$ cat src/rtl/frame_rotation_ctrl_pkg.sv
`default_nettype none
// ============================================================================
// Module      : frame_rotation_ctrl_pkg
// Description : Shared state encodings and widths for the frame rotation
//               scheduler.
// Revision    : 1.0 - initial release
// ============================================================================
package frame_rotation_ctrl_pkg;

    typedef logic [1:0] fr_state_t;

    localparam fr_state_t FR_COLLECT = 2'd0;
    localparam fr_state_t FR_READY   = 2'd1;
    localparam fr_state_t FR_ROTATE  = 2'd2;
    localparam fr_state_t FR_START   = 2'd3;

    // Width of the missed-vsync counter in watchdog builds.
    localparam int MISSED_W = 4;

endpackage
`default_nettype wire

$ cat src/rtl/frame_rotation_ctrl_edge_detect.sv
`default_nettype none
// ============================================================================
// Module      : frame_rotation_ctrl_edge_detect
// Description : Registered falling-edge detector; o_fall is high in the first
//               cycle that i_sig is low after being high.
// Revision    : 1.0 - initial release
// ============================================================================
module frame_rotation_ctrl_edge_detect #(
    parameter logic RESET_VAL = 1'b1
) (
    input  logic clock,
    input  logic reset,
    input  logic i_sig,
    output logic o_fall
);

    logic r_sig_q;

    always_ff @(posedge clock) begin
        if (reset) begin
            r_sig_q <= RESET_VAL;
        end else begin
            r_sig_q <= i_sig;
        end
    end

    assign o_fall = r_sig_q & ~i_sig;

endmodule
`default_nettype wire

$ cat src/rtl/frame_rotation_ctrl.sv
`default_nettype none
// ============================================================================
// Module      : frame_rotation_ctrl
// Description : Four-buffer SRAM rotation scheduler. Collects per-stage frame
//               completions, rotates on VGA vsync fall, then restarts stages.
//               Build option FRAME_ROT_WATCHDOG_EN adds forced rotation.
// Revision    : 1.0 - initial release
// ============================================================================
module frame_rotation_ctrl
    import frame_rotation_ctrl_pkg::*;
#(
    parameter int MAX_MISSED = 4,
    parameter int CNT_W      = 8
) (
    input  logic             clock,
    input  logic             reset,
    input  logic             ntsc_frame_done,
    input  logic             lpf_frame_done,
    input  logic             ptf_frame_done,
    input  logic             vsync,
    input  logic             enable,
    output logic             frame_flag,
    output logic             stage_start,
    output logic             forced_rot,
    output logic [CNT_W-1:0] frame_count,
    output logic [CNT_W-1:0] drop_count,
    output logic [1:0]       state_dbg
);

    if (MAX_MISSED < 1 || MAX_MISSED > 15) begin : g_max_missed_range
        $error("frame_rotation_ctrl: MAX_MISSED must be within 1..15");
    end

    localparam logic [CNT_W-1:0] c_cnt_max = '1;

    fr_state_t        r_state;
    fr_state_t        w_state_nxt;
    logic             r_got_ntsc;
    logic             r_got_lpf;
    logic             r_got_ptf;
    logic             w_vs_fall;
    logic             w_all_done;
    logic             w_drop;
    logic             w_frame_flag_nxt;
    logic             w_stage_start_nxt;
    logic             r_frame_flag;
    logic             r_stage_start;
    logic [CNT_W-1:0] r_frame_count;
    logic [CNT_W-1:0] r_drop_count;

`ifdef FRAME_ROT_WATCHDOG_EN
    localparam logic [MISSED_W-1:0] c_miss_limit = MISSED_W'(MAX_MISSED - 1);

    logic [MISSED_W-1:0] r_missed;
    logic                w_force;
    logic                w_miss;
    logic                r_forced_rot;
`endif

    frame_rotation_ctrl_edge_detect #(
        .RESET_VAL (1'b1)
    ) u_vsync_edge (
        .clock  (clock),
        .reset  (reset),
        .i_sig  (vsync),
        .o_fall (w_vs_fall)
    );

    // A completion arriving in the same cycle as the check still counts.
    assign w_all_done = (r_got_ntsc | ntsc_frame_done) &
                        (r_got_lpf  | lpf_frame_done)  &
                        (r_got_ptf  | ptf_frame_done);

    always_ff @(posedge clock) begin
        if (reset) begin
            r_state       <= FR_COLLECT;
            r_frame_flag  <= 1'b0;
            r_stage_start <= 1'b0;
`ifdef FRAME_ROT_WATCHDOG_EN
            r_forced_rot  <= 1'b0;
`endif
        end else begin
            r_state       <= w_state_nxt;
            r_frame_flag  <= w_frame_flag_nxt;
            r_stage_start <= w_stage_start_nxt;
`ifdef FRAME_ROT_WATCHDOG_EN
            r_forced_rot  <= w_force;
`endif
        end
    end

    always_comb begin
        w_state_nxt = r_state;
        w_drop      = 1'b0;
`ifdef FRAME_ROT_WATCHDOG_EN
        w_force     = 1'b0;
        w_miss      = 1'b0;
`endif
        case (r_state)
            FR_COLLECT: begin
                if (w_all_done) begin
                    w_state_nxt = FR_READY;
                end else if (w_vs_fall) begin
                    w_drop = 1'b1;
`ifdef FRAME_ROT_WATCHDOG_EN
                    // Holding at the limit keeps a disabled display armed for
                    // a forced rotation as soon as enable returns.
                    if (enable && (r_missed == c_miss_limit)) begin
                        w_state_nxt = FR_ROTATE;
                        w_force     = 1'b1;
                    end else if (r_missed != c_miss_limit) begin
                        w_miss = 1'b1;
                    end
`endif
                end
            end
            FR_READY: begin
                if (w_vs_fall) begin
                    if (enable) begin
                        w_state_nxt = FR_ROTATE;
                    end else begin
                        w_drop = 1'b1;
                    end
                end
            end
            FR_ROTATE: w_state_nxt = FR_START;
            FR_START:  w_state_nxt = FR_COLLECT;
            default:   w_state_nxt = FR_COLLECT;
        endcase
    end

    always_comb begin
        w_frame_flag_nxt  = (w_state_nxt == FR_ROTATE);
        w_stage_start_nxt = (w_state_nxt == FR_START);
    end

    always_ff @(posedge clock) begin
        if (reset) begin
            r_got_ntsc    <= 1'b0;
            r_got_lpf     <= 1'b0;
            r_got_ptf     <= 1'b0;
            r_frame_count <= '0;
            r_drop_count  <= '0;
`ifdef FRAME_ROT_WATCHDOG_EN
            r_missed      <= '0;
`endif
        end else begin
            if (w_state_nxt == FR_ROTATE) begin
                r_got_ntsc <= 1'b0;
                r_got_lpf  <= 1'b0;
                r_got_ptf  <= 1'b0;
            end else if ((r_state == FR_COLLECT) || (r_state == FR_READY)) begin
                r_got_ntsc <= r_got_ntsc | ntsc_frame_done;
                r_got_lpf  <= r_got_lpf  | lpf_frame_done;
                r_got_ptf  <= r_got_ptf  | ptf_frame_done;
            end

            if (r_state == FR_ROTATE) begin
                r_frame_count <= r_frame_count + 1'b1;
            end

            if (w_drop && (r_drop_count != c_cnt_max)) begin
                r_drop_count <= r_drop_count + 1'b1;
            end

`ifdef FRAME_ROT_WATCHDOG_EN
            if (r_state == FR_ROTATE) begin
                r_missed <= '0;
            end else if (w_miss) begin
                r_missed <= r_missed + 1'b1;
            end
`endif
        end
    end

    assign frame_flag  = r_frame_flag;
    assign stage_start = r_stage_start;
    assign frame_count = r_frame_count;
    assign drop_count  = r_drop_count;
    assign state_dbg   = r_state;
`ifdef FRAME_ROT_WATCHDOG_EN
    assign forced_rot  = r_forced_rot;
`else
    assign forced_rot  = 1'b0;
`endif

endmodule
`default_nettype wire

$ cat config.mk
export PLATFORM = sky130hd
export DESIGN_NAME = frame_rotation_ctrl
export DESIGN_NICKNAME = d
export VERILOG_FILES = /design/src/rtl/frame_rotation_ctrl_pkg.sv /design/src/rtl/frame_rotation_ctrl_edge_detect.sv /design/src/rtl/frame_rotation_ctrl.sv
export SDC_FILE = /design/constraint.sdc
export NUM_CORES = 1
export LEC_CHECK = 0
export ABC_AREA = 1
export CELL_PAD_IN_SITES_DETAIL_PLACEMENT = 1
export CELL_PAD_IN_SITES_GLOBAL_PLACEMENT = 2
export CORE_MARGIN = 5
export CORE_UTILIZATION = 26
export CTS_CLUSTER_SIZE = 20
export DETAILED_ROUTE_END_ITERATION = 7
export PLACE_DENSITY_LB_ADDON = 0.1
export SYNTH_ARGS = -nofsm -noshare
export SYNTH_HDL_FRONTEND = slang
export SYNTH_SLANG_ARGS = --single-unit
$ cat constraint.sdc
create_clock -name clock -period 1.6 [get_ports clock]
set_clock_uncertainty 0.05 [all_clocks]
set_input_delay 0.48 -clock clock [delete_from_list [all_inputs] [get_ports clock]]
set_output_delay 0.48 -clock clock [all_outputs]
set_load 0.1 [all_outputs]
==> results of run 1 <==
## where the power goes
group / switching, W / internal [W]
sequential: 0.0000224 / 0.000614
combinational: 0.000175 / 0.0000951
clock: 0.000202 / 0.000220
## area by class of cell
type,instances,area (sq um),area share
tap,52,65.1,0.0361
timing repair buffer,30,490,0.272
clock buffer,4,55.1,0.0306
multi-input combinational,112,603,0.335
sequential,24,509,0.283
inverter,21,78.8,0.0437
## tightest hold or removal path: cells and delay by family (launching register included)
kind | cells | cell delay [ns]
DFF | 1 | 0.33
AOI/OAI and AO/OA | 1 | 0.05
and+or+nand+nor | 1 | 0.09
## per-stage QoR
stage	hold WS, ns	setup WS (ns)
after global placement	0.414	-0.193
after global routing	0.501	-0.00910
after CTS	0.454	0.0263
after detailed placement	0.433	-0.260
after floorplan	0.402	0.0151
final	0.446	0.0983
## worst min-delay path by stage
stage,endpoint,start,slack [ns]
after floorplan,r_got_lpf$_SDFFE_PP0P_,r_got_lpf$_SDFFE_PP0P_,0.40
after global placement,r_got_ptf$_SDFFE_PP0P_,r_got_ptf$_SDFFE_PP0P_,0.41
after detailed placement,r_got_lpf$_SDFFE_PP0P_,r_got_lpf$_SDFFE_PP0P_,0.43
after CTS,r_got_lpf$_SDFFE_PP0P_,r_got_lpf$_SDFFE_PP0P_,0.45
after global routing,drop_count[0]$_SDFFE_PP0P_,drop_count[0]$_SDFFE_PP0P_,0.50
final,r_got_lpf$_SDFFE_PP0P_,r_got_lpf$_SDFFE_PP0P_,0.45
## synth_stat cells, types with 2 or more instances
| master | number |
|---|---|
| nand2_1 | 36 |
| dfxtp_1 | 24 |
| inv_1 | 20 |
| nor2_1 | 18 |
| a21oi_1 | 16 |
| nand3_1 | 14 |
| xor2_1 | 5 |
| o21ai_0 | 3 |
| ha_1 | 2 |
| nand2_2 | 2 |
| nor2_4 | 2 |
| nor3_1 | 2 |
## cells by family (layout without fill, tap and decap cells)
family,count (synthesis),count (layout),share of synthesized area
buffers and inverters,24,55,0.0816
flip-flops,24,24,0.418
AO/OA/AOI/OAI,21,22,0.103
AND/OR/NAND/NOR,82,82,0.334
XOR/XNOR,5,5,0.0381
adder cells (fa/ha/maj),2,2,0.0218
other,1,1,0.00326
## layout by cell type, fill, tap and decap left out, types with 2 or more instances in the layout
cell,synthesis,final
a21oi_1,16,16
buf_12,0,20
buf_4,1,4
clkbuf_8,0,4
clkdlybuf4s50_1,0,6
dfxtp_1,24,9
dfxtp_2,0,11
dfxtp_4,0,4
ha_1,2,2
inv_1,20,20
nand2_1,36,34
nand2_2,2,3
nand3_1,14,14
nor2_1,18,18
nor2_4,2,2
nor3_1,2,2
o21ai_0,3,3
xor2_1,5,5
## per-layer routing
metal | routed length, microns | share of wire | up-vias | track usage
met5 | 0 | 0 | - | 0
met4 | 50 | 0.016 | 0 | 0.0420
met3 | 113 | 0.036 | 5 | 0.0272
met2 | 1460 | 0.47 | 20 | 0.181
met1 | 1490 | 0.48 | 517 | 0.138
li1 | - | - | 566 | -
==> results.toml, run 1 <==
[critical_path]
crit_path_cell_trace = "clkdlybuf4s50_1, inv_1, nand2_1, nand3_1, nand2_2, nand2_4, nand2_8, nand2_1, a21oi_1"
critPathCapture = "drop_count[3]$_SDFFE_PP0P_"
r2r_end = "drop_count[3]$_SDFFE_PP0P_"
r2r_cells = 7
rrSetupSlack_ns = 0.13
r2r-start = "drop_count[1]$_SDFFE_PP0P_"
cp_slowest_cell = "clkdlybuf4s50_1"
critPathLaunchType = "primary input"
path_buf_inv = 2
crit_path_end_kind = "flop"
crit_top_cell = "nand2_1"
critPathRequiredTime_ns = 1.75
path_depth = 9
crit_family = "buffers and inverters"
worst-setup-path-type = "primary input to flop"
critPathLaunch = "lpf_frame_done"
worst_path_largest_cell_delay_ns = 0.48
cp_max_fo = 9
cp_data_arrival_time_ns = 1.65

[grt]
grt_max_degree = 14
antenna_found_initial = 0
grt_use_total = 0.110
grt_pass1_wl_microns = 5410
grt_overflow = 0
grt_pass1_vias = 1199

[clock_tree]
hold_buffers = 0
htreeDepth = 1
cts_buffers = 3
clk_pin_slew_worst_paths_ns = 0.09
cts-resized-gates = 0
cts_setup_buffers = 0
cts_root_buf = "clkbuf_8"
clockBufferDepth = 2
clock_sinks = 24
insertion_delay_ns = 0.27
cts_tree = "done"

[yosys]
syn-mean-instance-area_sq_um = 7.23
ys_types = 27
synth_fp_nets = 168
yosys.area.top_type = "dfxtp_1"
ys_top_cells_by_area = "dfxtp_1, nand2_1, a21oi_1, inv_1, nand3_1"
synth-seq-cells = 24
ys_warn_count = 0
synth_flop_cell = "dfxtp_1"
netlist_instances = 159
seq_area_frac_synth = 0.418
async_flop_share = 0
yosysTopAreaCellShare = 0.418
synth_edf_count = 0
synth_area_sq_um = 1150

[detailed_routing]
vias = 1108
drt-initial-drc-count = 51
viasPerCell = 4.56
finalWirelength_microns = 3110
drc = 0
wl_per_cell_microns = 12.8
ant_nets = 0
dr.pass1.iters = 4

[placed_design]
place_inst = 238
postPlaceCellArea_sq_um = 1720
io_buffers = 26
hpwlAfterDp_microns = 2450
gp_congestion = 0.798

[outcome]
status = "finished, final reports clean"

[layout]
final_util = 0.417
diodes = 0
instances_no_fill = 243
stdcell_area_sq_um = 1800
drive_gt1_frac = 0.298
area_delta_synth_final_pct = 56.7
fin_nets = 201
fillers = 522

[timing]
min_period_ns = 1.50
fin_tns_setup_ns = 0
finalHoldViolCount = 0
setup_viol = 0
finalCritPeriodShare = 0.939
fmax_mhz = 666
slew_violations = 0

[die]
start_util = 0.266
die_area_sq_um = 5850
rows = 24
ios = 28
dieHeight_microns = 76.5
die_x_microns = 76.5
design.core.area_sq_um = 4320

[job]
cap_violations = 0

[pwr]
ir_worst_vdd_mv = 0.298
power_density_nw_per_um2 = 737
p_leak_nw = 0.734
total_power_w = 0.00133

[worst_hold_path]
min_path_type = "flop to flop"
holdPathStages = 2
Note: power is estimated with default switching activity, not from simulation.
==> inputs of run 2 (changes only) <==
- clock period: 1.6 -> 1.59 ns (I/O delays scaled with it)
==> run 2 against run 1 <==
Against the previous run:
- worst setup slack lost 0.0055 ns
- worst hold slack lost 0.0067 ns
- sequential power grew 0.8%
- register-to-register slack gained 0.03 ns
- total power shrank 5.2%
- via count shrank 4.1%
- global-route usage shrank 0.073 points
- sequential cell count is the same
- non-clock buffer count is the same
==> results.toml, run 2 (synthesized netlist as in run 1, its figures left out) <==
[timing]
holdWs_ns = 0.440
finalHoldViolCount = 0
setup_slack_ns = 0.0928
rsz0062_at_grt = "false"
finalCritPeriodShare = 0.942
slew_violations = 0
setup_viol = 0
min_period_ns = 1.50
fmax_mhz = 668

[critical_path]
worst_path_largest_cell_delay_ns = 0.48
worst-setup-path-type = "primary input to flop"
critPathLaunchType = "primary input"
cp_max_fo = 9
crit_path_end_kind = "flop"
path_buf_inv = 2
crit_path_cell_trace = "clkdlybuf4s50_1, inv_1, nand2_1, nand3_1, nand2_2, nand2_4, nand2_4, nand2_1, a21oi_1"
crit_family = "buffers and inverters"
rrSetupSlack_ns = 0.16
cp_slowest_cell = "clkdlybuf4s50_1"
critPathRequiredTime_ns = 1.73
cp_data_arrival_time_ns = 1.64

[clock_tree]
cts_buffers = 3
clk_pin_slew_worst_paths_ns = 0.08
clock_sinks = 24
insertion_delay_ns = 0.26
cts_tree = "done"
htreeDepth = 1
cts_root_buf = "clkbuf_8"
clockBufferDepth = 2

[grt]
antenna_found_initial = 0
grt_pass1_wl_microns = 5340
grt_pass1_vias = 1146
grt_use_total = 0.110
grt_overflow = 0
grt_max_degree = 13

[placed_design]
hpwlAfterDp_microns = 2440
dp_slack_ns = -0.249
postPlaceCellArea_sq_um = 1720
gp_congestion = 0.798
io_buffers = 26

[layout]
fillers = 508
final_cell_mix = "nand2_1, inv_1, buf_12, nor2_1, a21oi_1"
drive_gt1_frac = 0.295
area_delta_synth_final_pct = 55.2
fin_nets = 201
final_common_cell = "nand2_1"
diodes = 0
final_util = 0.413
stdcell_area_sq_um = 1780

[pwr]
swShare = 0.301
sequentialPowerShare = 0.509
total_power_w = 0.00126
p_int_w = 0.000880
p_leak_nw = 0.729
power.switching_w = 0.000379
power_density_nw_per_um2 = 706
combPwrFrac = 0.211
ir_worst_vdd_mv = 0.478
clockPowerShare = 0.281

[outcome]
status = "finished, final reports clean"

[die]
rows = 24
ios = 28
die_x_microns = 76.5
design.core.area_sq_um = 4320
die_area_sq_um = 5850
dieHeight_microns = 76.5
start_util = 0.266

[detailed_routing]
vias = 1063
dr.pass1.iters = 4
wl_per_cell_microns = 12.7
drc = 0
finalWirelength_microns = 3080
drt-initial-drc-count = 42
ant_nets = 0
viasPerCell = 4.39

[job]
cap_violations = 0

[worst_hold_path]
min_path_type = "flop to flop"
run 2: final cells by class:
class,instances,area (sq um),area share
multi-input cells,112,599,0.336
flip-flops and latches,24,509,0.285
repair buffers,30,490,0.275
inverters,21,78.8,0.0442
well taps,52,65.1,0.0365
clock buffers,3,41.3,0.0231
run 2: timing repair:
item	CTS	global route
endpoints found under the setup margin	0	8
hold buffers	0	0
endpoints found under the hold margin	0	0
resized for setup	0	4
setup buffers	0	0
run 2: path summary, 6_finish.rpt:
| check | cells after the start | start | endpoint |
|---|---|---|---|
| min | 2 | r_got_ptf$_SDFFE_PP0P_ | r_got_ptf$_SDFFE_PP0P_ |
| min reg2reg | 2 | r_got_ptf$_SDFFE_PP0P_ | r_got_ptf$_SDFFE_PP0P_ |
| max | 9 | ptf_frame_done | drop_count[6]$_SDFFE_PP0P_ |
| max reg2reg | 7 | drop_count[0]$_SDFFE_PP0P_ | drop_count[7]$_SDFFE_PP0P_ |
run 2: power by group through the flow:
stage | registers (W) | logic [W] | clock network [W]
floorplan | 0.000723 | 0.0000919 | 0
global placement | 0.000655 | 0.000256 | 0
detailed placement | 0.000655 | 0.000260 | 0
CTS | 0.000641 | 0.000261 | 0.000381
global route | 0.000644 | 0.000282 | 0.000402
finish | 0.000641 | 0.000265 | 0.000354
run 2: worst min-delay path: cells and delay by family, from the launching register on:
| family | cells | cell delay [ns] |
|---|---|---|
| flops | 1 | 0.34 |
| compound gates | 1 | 0.04 |
| simple gates | 1 | 0.08 |
run 2: through the flow:
stage	TNS (ns)	std cells
floorplan	0	159
global placement	-1.67	238
detailed placement	-2.21	238
CTS	0	241
global route	0	242
finish	0	242
run 2: metal layers:
| layer | track usage | up-vias | share of wire |
|---|---|---|---|
| met3 | 0.0284 | 2 | 0.033 |
| met2 | 0.180 | 19 | 0.47 |
| li1 | - | 565 | - |
| met1 | 0.138 | 477 | 0.49 |
| met4 | 0.0367 | 0 | 0.0075 |
| met5 | 0 | - | 0 |
